===== config.mk =====
export PLATFORM = sky130hd
export DESIGN_NAME = core_sequencer
export DESIGN_NICKNAME = d
export VERILOG_FILES = /design/src/rtl/core_sequencer.sv
export SDC_FILE = /design/constraint.sdc
export NUM_CORES = 1
export LEC_CHECK = 0
export BUFFER_PORTS_ARGS = -buffer_cell sky130_fd_sc_hd__buf_4
export CORE_MARGIN = 1.5
export CORE_UTILIZATION = 39
export DETAILED_ROUTE_END_ITERATION = 16
export RECOVER_POWER = 100
export SYNTH_ARGS = -nofsm -noshare
export SYNTH_HDL_FRONTEND = slang
export SYNTH_SLANG_ARGS = --single-unit

===== constraint.sdc =====
create_clock -name clk -period 3.2 [get_ports clk]
set_input_delay 0.64 -clock clk [delete_from_list [all_inputs] [get_ports clk]]
set_output_delay 0.64 -clock clk [all_outputs]
set_load 0.1 [all_outputs]

===== src/rtl/core_sequencer.sv =====
// Multi-cycle control sequencer: steps one instruction through FETCH..WRITEBACK and drives the stage bus.
// Latency: 6 cycles per instruction with single-cycle acks (2 FETCH, DECODE, OPERAND, EXECUTE, WRITEBACK); MEMORY adds >=1.
// Backpressure: requests are held until the matching ack; a stalled ack times out into a sticky FAULT state.
//
// Ports:
//   clk, reset          clock, synchronous active-high reset
//   run_i               fetch enable, only sampled in FETCH before the request goes out
//   itype_i             decoded instruction class (codes below)
//   branch_taken_i      branch condition, sampled in WRITEBACK
//   alu_y_i             alu result, used as the taken-branch target
//   imem_ack_i          instruction memory data valid
//   dmem_ack_i          data memory access complete
//   stage_o             current stage (0..5 normal flow, 7 FAULT)
//   pc_o, retired_o     program counter, retired instruction count
//   imem_req_o, ir_load_o                   fetch handshake and instruction latch pulse
//   readin_a_o, readin_b_o, readin_pass_o   alu operand-latch strobes
//   dmem_req_o, dmem_we_o                   data memory handshake
//   rf_we_o             register-file write enable
//   fault_o             sticky fault flag
module core_sequencer #(
  parameter logic [31:0] RESET_PC    = 32'h0,
  parameter logic [7:0]  MEM_TIMEOUT = 8'd255
) (
  input  logic        clk,
  input  logic        reset,
  input  logic        run_i,
  input  logic [4:0]  itype_i,
  input  logic        branch_taken_i,
  input  logic [31:0] alu_y_i,
  input  logic        imem_ack_i,
  input  logic        dmem_ack_i,
  output logic [2:0]  stage_o,
  output logic [31:0] pc_o,
  output logic        imem_req_o,
  output logic        ir_load_o,
  output logic        readin_a_o,
  output logic        readin_b_o,
  output logic        readin_pass_o,
  output logic        dmem_req_o,
  output logic        dmem_we_o,
  output logic        rf_we_o,
  output logic [31:0] retired_o,
  output logic        fault_o
);

  // Instruction class codes produced by the decoder; anything above LTYPE is illegal.
  localparam logic [4:0] RTYPE = 5'd0;
  localparam logic [4:0] ITYPE = 5'd1;
  localparam logic [4:0] STYPE = 5'd2;
  localparam logic [4:0] BTYPE = 5'd3;
  localparam logic [4:0] UTYPE = 5'd4;
  localparam logic [4:0] LTYPE = 5'd5;

  // Encoding is visible on stage_o; the alu keys its compute on EXECUTE == 3.
  typedef enum logic [2:0] {
    S_FETCH     = 3'd0,
    S_DECODE    = 3'd1,
    S_OPERAND   = 3'd2,
    S_EXECUTE   = 3'd3,
    S_MEMORY    = 3'd4,
    S_WRITEBACK = 3'd5,
    S_FAULT     = 3'd7
  } stage_e;

  stage_e      r_stage, w_nxt_stage;
  logic [31:0] r_pc, w_nxt_pc;
  logic [31:0] r_retired, w_nxt_retired;
  logic [7:0]  r_cnt, w_nxt_cnt;
  logic [4:0]  r_itype, w_nxt_itype;
  logic        r_imem_req, w_nxt_imem_req;
  logic        r_ir_load, w_nxt_ir_load;
  logic        r_readin, w_nxt_readin;
  logic        r_dmem_req, w_nxt_dmem_req;
  logic        r_dmem_we, w_nxt_dmem_we;
  logic        r_rf_we, w_nxt_rf_we;
  logic        r_fault, w_nxt_fault;
  logic        w_cnt_hit;

  assign w_cnt_hit = (r_cnt == MEM_TIMEOUT);

  always_comb begin
    w_nxt_stage    = r_stage;
    w_nxt_pc       = r_pc;
    w_nxt_retired  = r_retired;
    w_nxt_cnt      = r_cnt;
    w_nxt_itype    = r_itype;
    w_nxt_imem_req = 1'b0;
    w_nxt_ir_load  = 1'b0;
    w_nxt_readin   = 1'b0;
    w_nxt_dmem_req = 1'b0;
    w_nxt_dmem_we  = 1'b0;
    w_nxt_rf_we    = 1'b0;
    w_nxt_fault    = r_fault;

    case (r_stage)
      S_FETCH: begin
        // Once the request is out, run_i no longer matters; only ack or timeout moves us.
        if (r_imem_req) begin
          if (imem_ack_i) begin
            w_nxt_stage   = S_DECODE;
            w_nxt_ir_load = 1'b1;
          end else if (w_cnt_hit) begin
            w_nxt_stage = S_FAULT;
            w_nxt_fault = 1'b1;
          end else begin
            w_nxt_imem_req = 1'b1;
            w_nxt_cnt      = r_cnt + 8'd1;
          end
        end else if (run_i) begin
          w_nxt_imem_req = 1'b1;
        end
      end

      S_DECODE: begin
        // Class is captured here so later stages do not depend on the decoder holding it.
        if (itype_i > LTYPE) begin
          w_nxt_stage = S_FAULT;
          w_nxt_fault = 1'b1;
        end else begin
          w_nxt_stage  = S_OPERAND;
          w_nxt_itype  = itype_i;
          w_nxt_readin = 1'b1;
        end
      end

      S_OPERAND: w_nxt_stage = S_EXECUTE;

      S_EXECUTE: begin
        if ((r_itype == STYPE) || (r_itype == LTYPE)) begin
          w_nxt_stage    = S_MEMORY;
          w_nxt_dmem_req = 1'b1;
          w_nxt_dmem_we  = (r_itype == STYPE);
          w_nxt_cnt      = 8'd0;
        end else begin
          w_nxt_stage = S_WRITEBACK;
          w_nxt_rf_we = (r_itype != BTYPE);
        end
      end

      S_MEMORY: begin
        // An ack arriving on the timeout cycle still counts as normal completion.
        if (dmem_ack_i) begin
          w_nxt_stage = S_WRITEBACK;
          w_nxt_rf_we = (r_itype == LTYPE);
        end else if (w_cnt_hit) begin
          w_nxt_stage = S_FAULT;
          w_nxt_fault = 1'b1;
        end else begin
          w_nxt_dmem_req = 1'b1;
          w_nxt_dmem_we  = r_dmem_we;
          w_nxt_cnt      = r_cnt + 8'd1;
        end
      end

      S_WRITEBACK: begin
        w_nxt_stage   = S_FETCH;
        w_nxt_cnt     = 8'd0;
        w_nxt_retired = r_retired + 32'd1;
        w_nxt_pc      = ((r_itype == BTYPE) && branch_taken_i) ? alu_y_i : (r_pc + 32'd4);
      end

      S_FAULT: w_nxt_fault = 1'b1;

      // The unused encoding is treated as corruption and parks in FAULT.
      default: begin
        w_nxt_stage = S_FAULT;
        w_nxt_fault = 1'b1;
      end
    endcase
  end

  always_ff @(posedge clk) begin
    if (reset) begin
      r_stage    <= S_FETCH;
      r_pc       <= RESET_PC;
      r_retired  <= 32'd0;
      r_cnt      <= 8'd0;
      r_itype    <= RTYPE;
      r_imem_req <= 1'b0;
      r_ir_load  <= 1'b0;
      r_readin   <= 1'b0;
      r_dmem_req <= 1'b0;
      r_dmem_we  <= 1'b0;
      r_rf_we    <= 1'b0;
      r_fault    <= 1'b0;
    end else begin
      r_stage    <= w_nxt_stage;
      r_pc       <= w_nxt_pc;
      r_retired  <= w_nxt_retired;
      r_cnt      <= w_nxt_cnt;
      r_itype    <= w_nxt_itype;
      r_imem_req <= w_nxt_imem_req;
      r_ir_load  <= w_nxt_ir_load;
      r_readin   <= w_nxt_readin;
      r_dmem_req <= w_nxt_dmem_req;
      r_dmem_we  <= w_nxt_dmem_we;
      r_rf_we    <= w_nxt_rf_we;
      r_fault    <= w_nxt_fault;
    end
  end

  assign stage_o       = r_stage;
  assign pc_o          = r_pc;
  assign retired_o     = r_retired;
  assign imem_req_o    = r_imem_req;
  assign ir_load_o     = r_ir_load;
  assign readin_a_o    = r_readin;
  assign readin_b_o    = r_readin;
  assign readin_pass_o = r_readin;
  assign dmem_req_o    = r_dmem_req;
  assign dmem_we_o     = r_dmem_we;
  assign rf_we_o       = r_rf_we;
  assign fault_o       = r_fault;

  // Keep the unused class codes referenced so the table above stays complete.
  logic w_unused;
  assign w_unused = ^{ITYPE, UTYPE};

endmodule


==> metrics.md <==
| Metric | Value |
|---|---|
| Run status | finished clean |
| Vias in the first global route | 4418 |
| WHS | 0.452 ns |
| Critical Path Start Type | flip-flop |
| Via Count | 4786 |
| Pwr dens | 453 nW/um^2 |
| Top cells by area, synth | dfxtp_1 (38%), nor2_1 (5.2%), nand2_1 (4.5%), xnor2_1 (4.2%), a21oi_1 (3.7%) |
| Syn_area_per_cell | 7.89 sq um |
| Worst setup EP type | flip-flop |
| Die W | 112 um |
| Clock buffer depth | 2 |
| Fin crit share | 85.6% |
| Drt first pass iters | 5 |
| Die area | 12500 sq um |
| Critical path peak fanout | 9 |
| Hold path depth | 2 |
| Metal-1 WL | 6.82 mm |
| Post-synth EDFFs | 0 |
| Hold Violations, Final | 0 |
| Maxcap violations | 0 |
| R2r endpoint | pc_o[31]$_SDFFE_PP0P_ |
| Row count | 39 |
| Unrepaired setup endpoints after global routing | false |
| Top_reg_cell synth | dfxtp_1 |
| Sum Neg Setup Slack | 0 ns |
| Dpl cells | 818 |
| Syn Nets | 632 |
| Worst Path Arrival | 3.01 ns |
| Dpl ws | 0.811 ns |
| Worst relative slew slack | 19.5% |
| Worst vdd ir | 0.246 mV |
| Setup violators final | 0 |
| Flops & latches, synth | 87 |
| 1st-iter DRT viols | 396 |
| Layout cells sized above 1 | 10.3% |
| # hold bufs at CTS | 0 |
| Max Transition Viols Final | 0 |
| Clk_lat worst skew | 0.34 ns |
| DP Wirelength | 9.70 mm |
| CTS tree | done |
| Ys async rst share | 0% |
| # DRC | 0 |
| Initial core utilization | 40.3% |
| R2r worst-path depth | 5 |
| Met3 Wirelength | 770 um |
| Fmax | 365 MHz |
| Slowest cell delay on critical path | 0.86 ns |
| Vias/cell | 5.74 |
| Internal reg-to-reg setup slack | 0.46 ns |
| Nets | 732 |
| Setup ws final | 0.459 ns |
| Post-CTS setup buffer count | 0 |
| Drt total wl | 13.7 mm |
| Count leader, synth | dfxtp_1 |
| Core area | 11500 sq um |
| Placement Cell Area | 5600 sq um |
| Global route total overflow | 0 |
| Cts repair resizes | 0 |
| I/O Buffers | 118 |
| Worst Max-Slew Pin Slew | 1.21 ns |
| Layout overhead on the synthesized area | 21.8% |
| Hold Crit Start | fault_o$_SDFFE_PP0P_ |
| Clock-pin transition on the worst setup and hold timing paths | 0.06 ns |
| Post-Layout Inst Area | 5630 sq um |
| Final core utilization | 49.1% |
| Pin count of the biggest net entering global routing | 50 |
| Delay-heaviest family, CP | simple AND/OR/NAND/NOR gates |
| # diodes | 0 |
| R2r startpoint | pc_o[14]$_SDFFE_PP0P_ |
| Top cell type's share of synthesized area | 37.7% |
| Highest-delay cell along the critical path | nor4_2 |
| Gr usage total | 22.2% |
| Hold path endpoint | fault_o$_SDFFE_PP0P_ |
| Final GP Congestion | 0.844 |
| Seq/Total Area, Yosys | 37.7% |
| Post-synth cell types | 63 |
| Fin crit period | 2.74 ns |
| H-Tree Depth | 3 |
| Initial antenna violation count | 0 |
| Clock net sink count | 87 |
| CTS Buf Count | 9 |
| Yosys warning count | 0 |
| Post-synth top cells | dfxtp_1 (87), nor2_1 (64), nand2_1 (56), a21oi_1 (34), nand3_1 (31) |
| Top Layer Used | met4 |
| CP Cell Sequence | nand4_1, nor4_2, nand2_1, or4_1, a31oi_1 |
| Final non-filler cell total | 834 |
| Post-Syn Instances | 586 |
| Post-Syn Area | 4620 sq um |
| CP Data Required Time | 3.47 ns |
| Met2 Wirelength | 5.93 mm |
| Tot Pwr | 2.55 mW |
| CP Depth | 5 |
| First-pass GRT wire length | 22.6 mm |
| Buf+Inv Stages, Crit Path | 0 |
| Yosys top cell by area | dfxtp_1 |
| IO Count | 119 |
| Worst hold-check path type | reg2reg |
| Crit Path Class | reg2reg |
| Fill cells | 1182 |
| Antenna-violating nets left | 0 |
| Root buffer cell | clkbuf_16 |
| Worst Skew | 0.00760 ns |
| Die height | 112 um |
| Leak | 1.92 nW |
| Post-DR wirelength/cell | 16.4 um |
cell usage in the layout (no fill, tap or decap), drive strengths merged, types with 4 or more instances in the layout:
| master | n |
|---|---|
| nor3 | 18 |
| nand4 | 19 |
| nor4b | 4 |
| nand2 | 57 |
| nand3b | 7 |
| buf | 46 |
| and4 | 6 |
| nor4 | 12 |
| and2 | 8 |
| xnor2 | 22 |
| a21oi | 34 |
| inv | 12 |
| nand3 | 31 |
| o211ai | 5 |
| a21o | 7 |
| clkbuf | 89 |
| o21ai | 37 |
| a31oi | 10 |
| mux2i | 4 |
| a211oi | 10 |
| and3 | 23 |
| o31ai | 6 |
| or3 | 10 |
| dfxtp | 87 |
| or4 | 6 |
| xor2 | 5 |
| a311oi | 4 |
| nor2 | 65 |
worst register-to-register path, cell delays in order (launching register included):
cell	delay [ns]
dfxtp_1	0.52
nand4_1	0.25
nor4_2	0.86
nand2_1	0.35
or4_1	0.53
a31oi_1	0.17
logic make-up after synthesis:
family                     synth area share, %
AOI/OAI and AO/OA                         19.0
xor gates and xnor gates                  5.12
adders and majority gates                0.812
buffers and inverters                     4.28
DFF                                       37.7
muxes                                     1.35
and+or+nand+nor                           31.8
registers in the layout, indices dropped and copies added (netlist names):
signal and flops:
pc_o 32, retired_o 32, r_cnt 8, r_itype 5
stage_o 3, dmem_req_o 1, dmem_we_o 1, fault_o 1
imem_req_o 1, ir_load_o 1, readin_a_o 1, rf_we_o 1
power by group:
group | switching, mW | internal [mW] | leakage [nW] | total [mW]
clock | 0.461 | 0.766 | 0.166 | 1.23
sequential | 0.0192 | 1.10 | 0.702 | 1.11
combinational | 0.145 | 0.0635 | 1.06 | 0.208
total | 0.625 | 1.93 | 1.92 | 2.55
layout make-up:
class	instances	area, sq um	share of cell area [%]
Clock buffer	9	225	4.00
Clock inverter	7	120	2.13
Inverter	11	41.3	0.733
Multi-Input combinational cell	451	2670	47.3
Sequential cell	87	1740	30.9
Tap cell	143	179	3.18
Timing Repair Buffer	126	659	11.7
worst max-delay path by stage:
stage                     slack (ns)                    endpoint                    start
after floorplan                 0.54       pc_o[28]$_SDFFE_PP0P_    pc_o[11]$_SDFFE_PP0P_
after global placement          0.89       pc_o[26]$_SDFFE_PP0P_           branch_taken_i
after detailed placement        0.81       pc_o[21]$_SDFFE_PP0P_           branch_taken_i
after CTS                       0.83  retired_o[26]$_SDFFE_PP0P_  stage_o[2]$_SDFFE_PP0P_
after global routing            0.36       pc_o[31]$_SDFFE_PP0P_    pc_o[14]$_SDFFE_PP0P_
final                           0.46       pc_o[31]$_SDFFE_PP0P_    pc_o[14]$_SDFFE_PP0P_
metal layers:
layer  GRT usage [%]  up-vias
met1            32.4     2259
met2            33.0      159
met4            8.44        0
met3            3.38       16
met5               0        -
li1                -     2352
No activity file was read; power rests on OpenSTA's default activity.
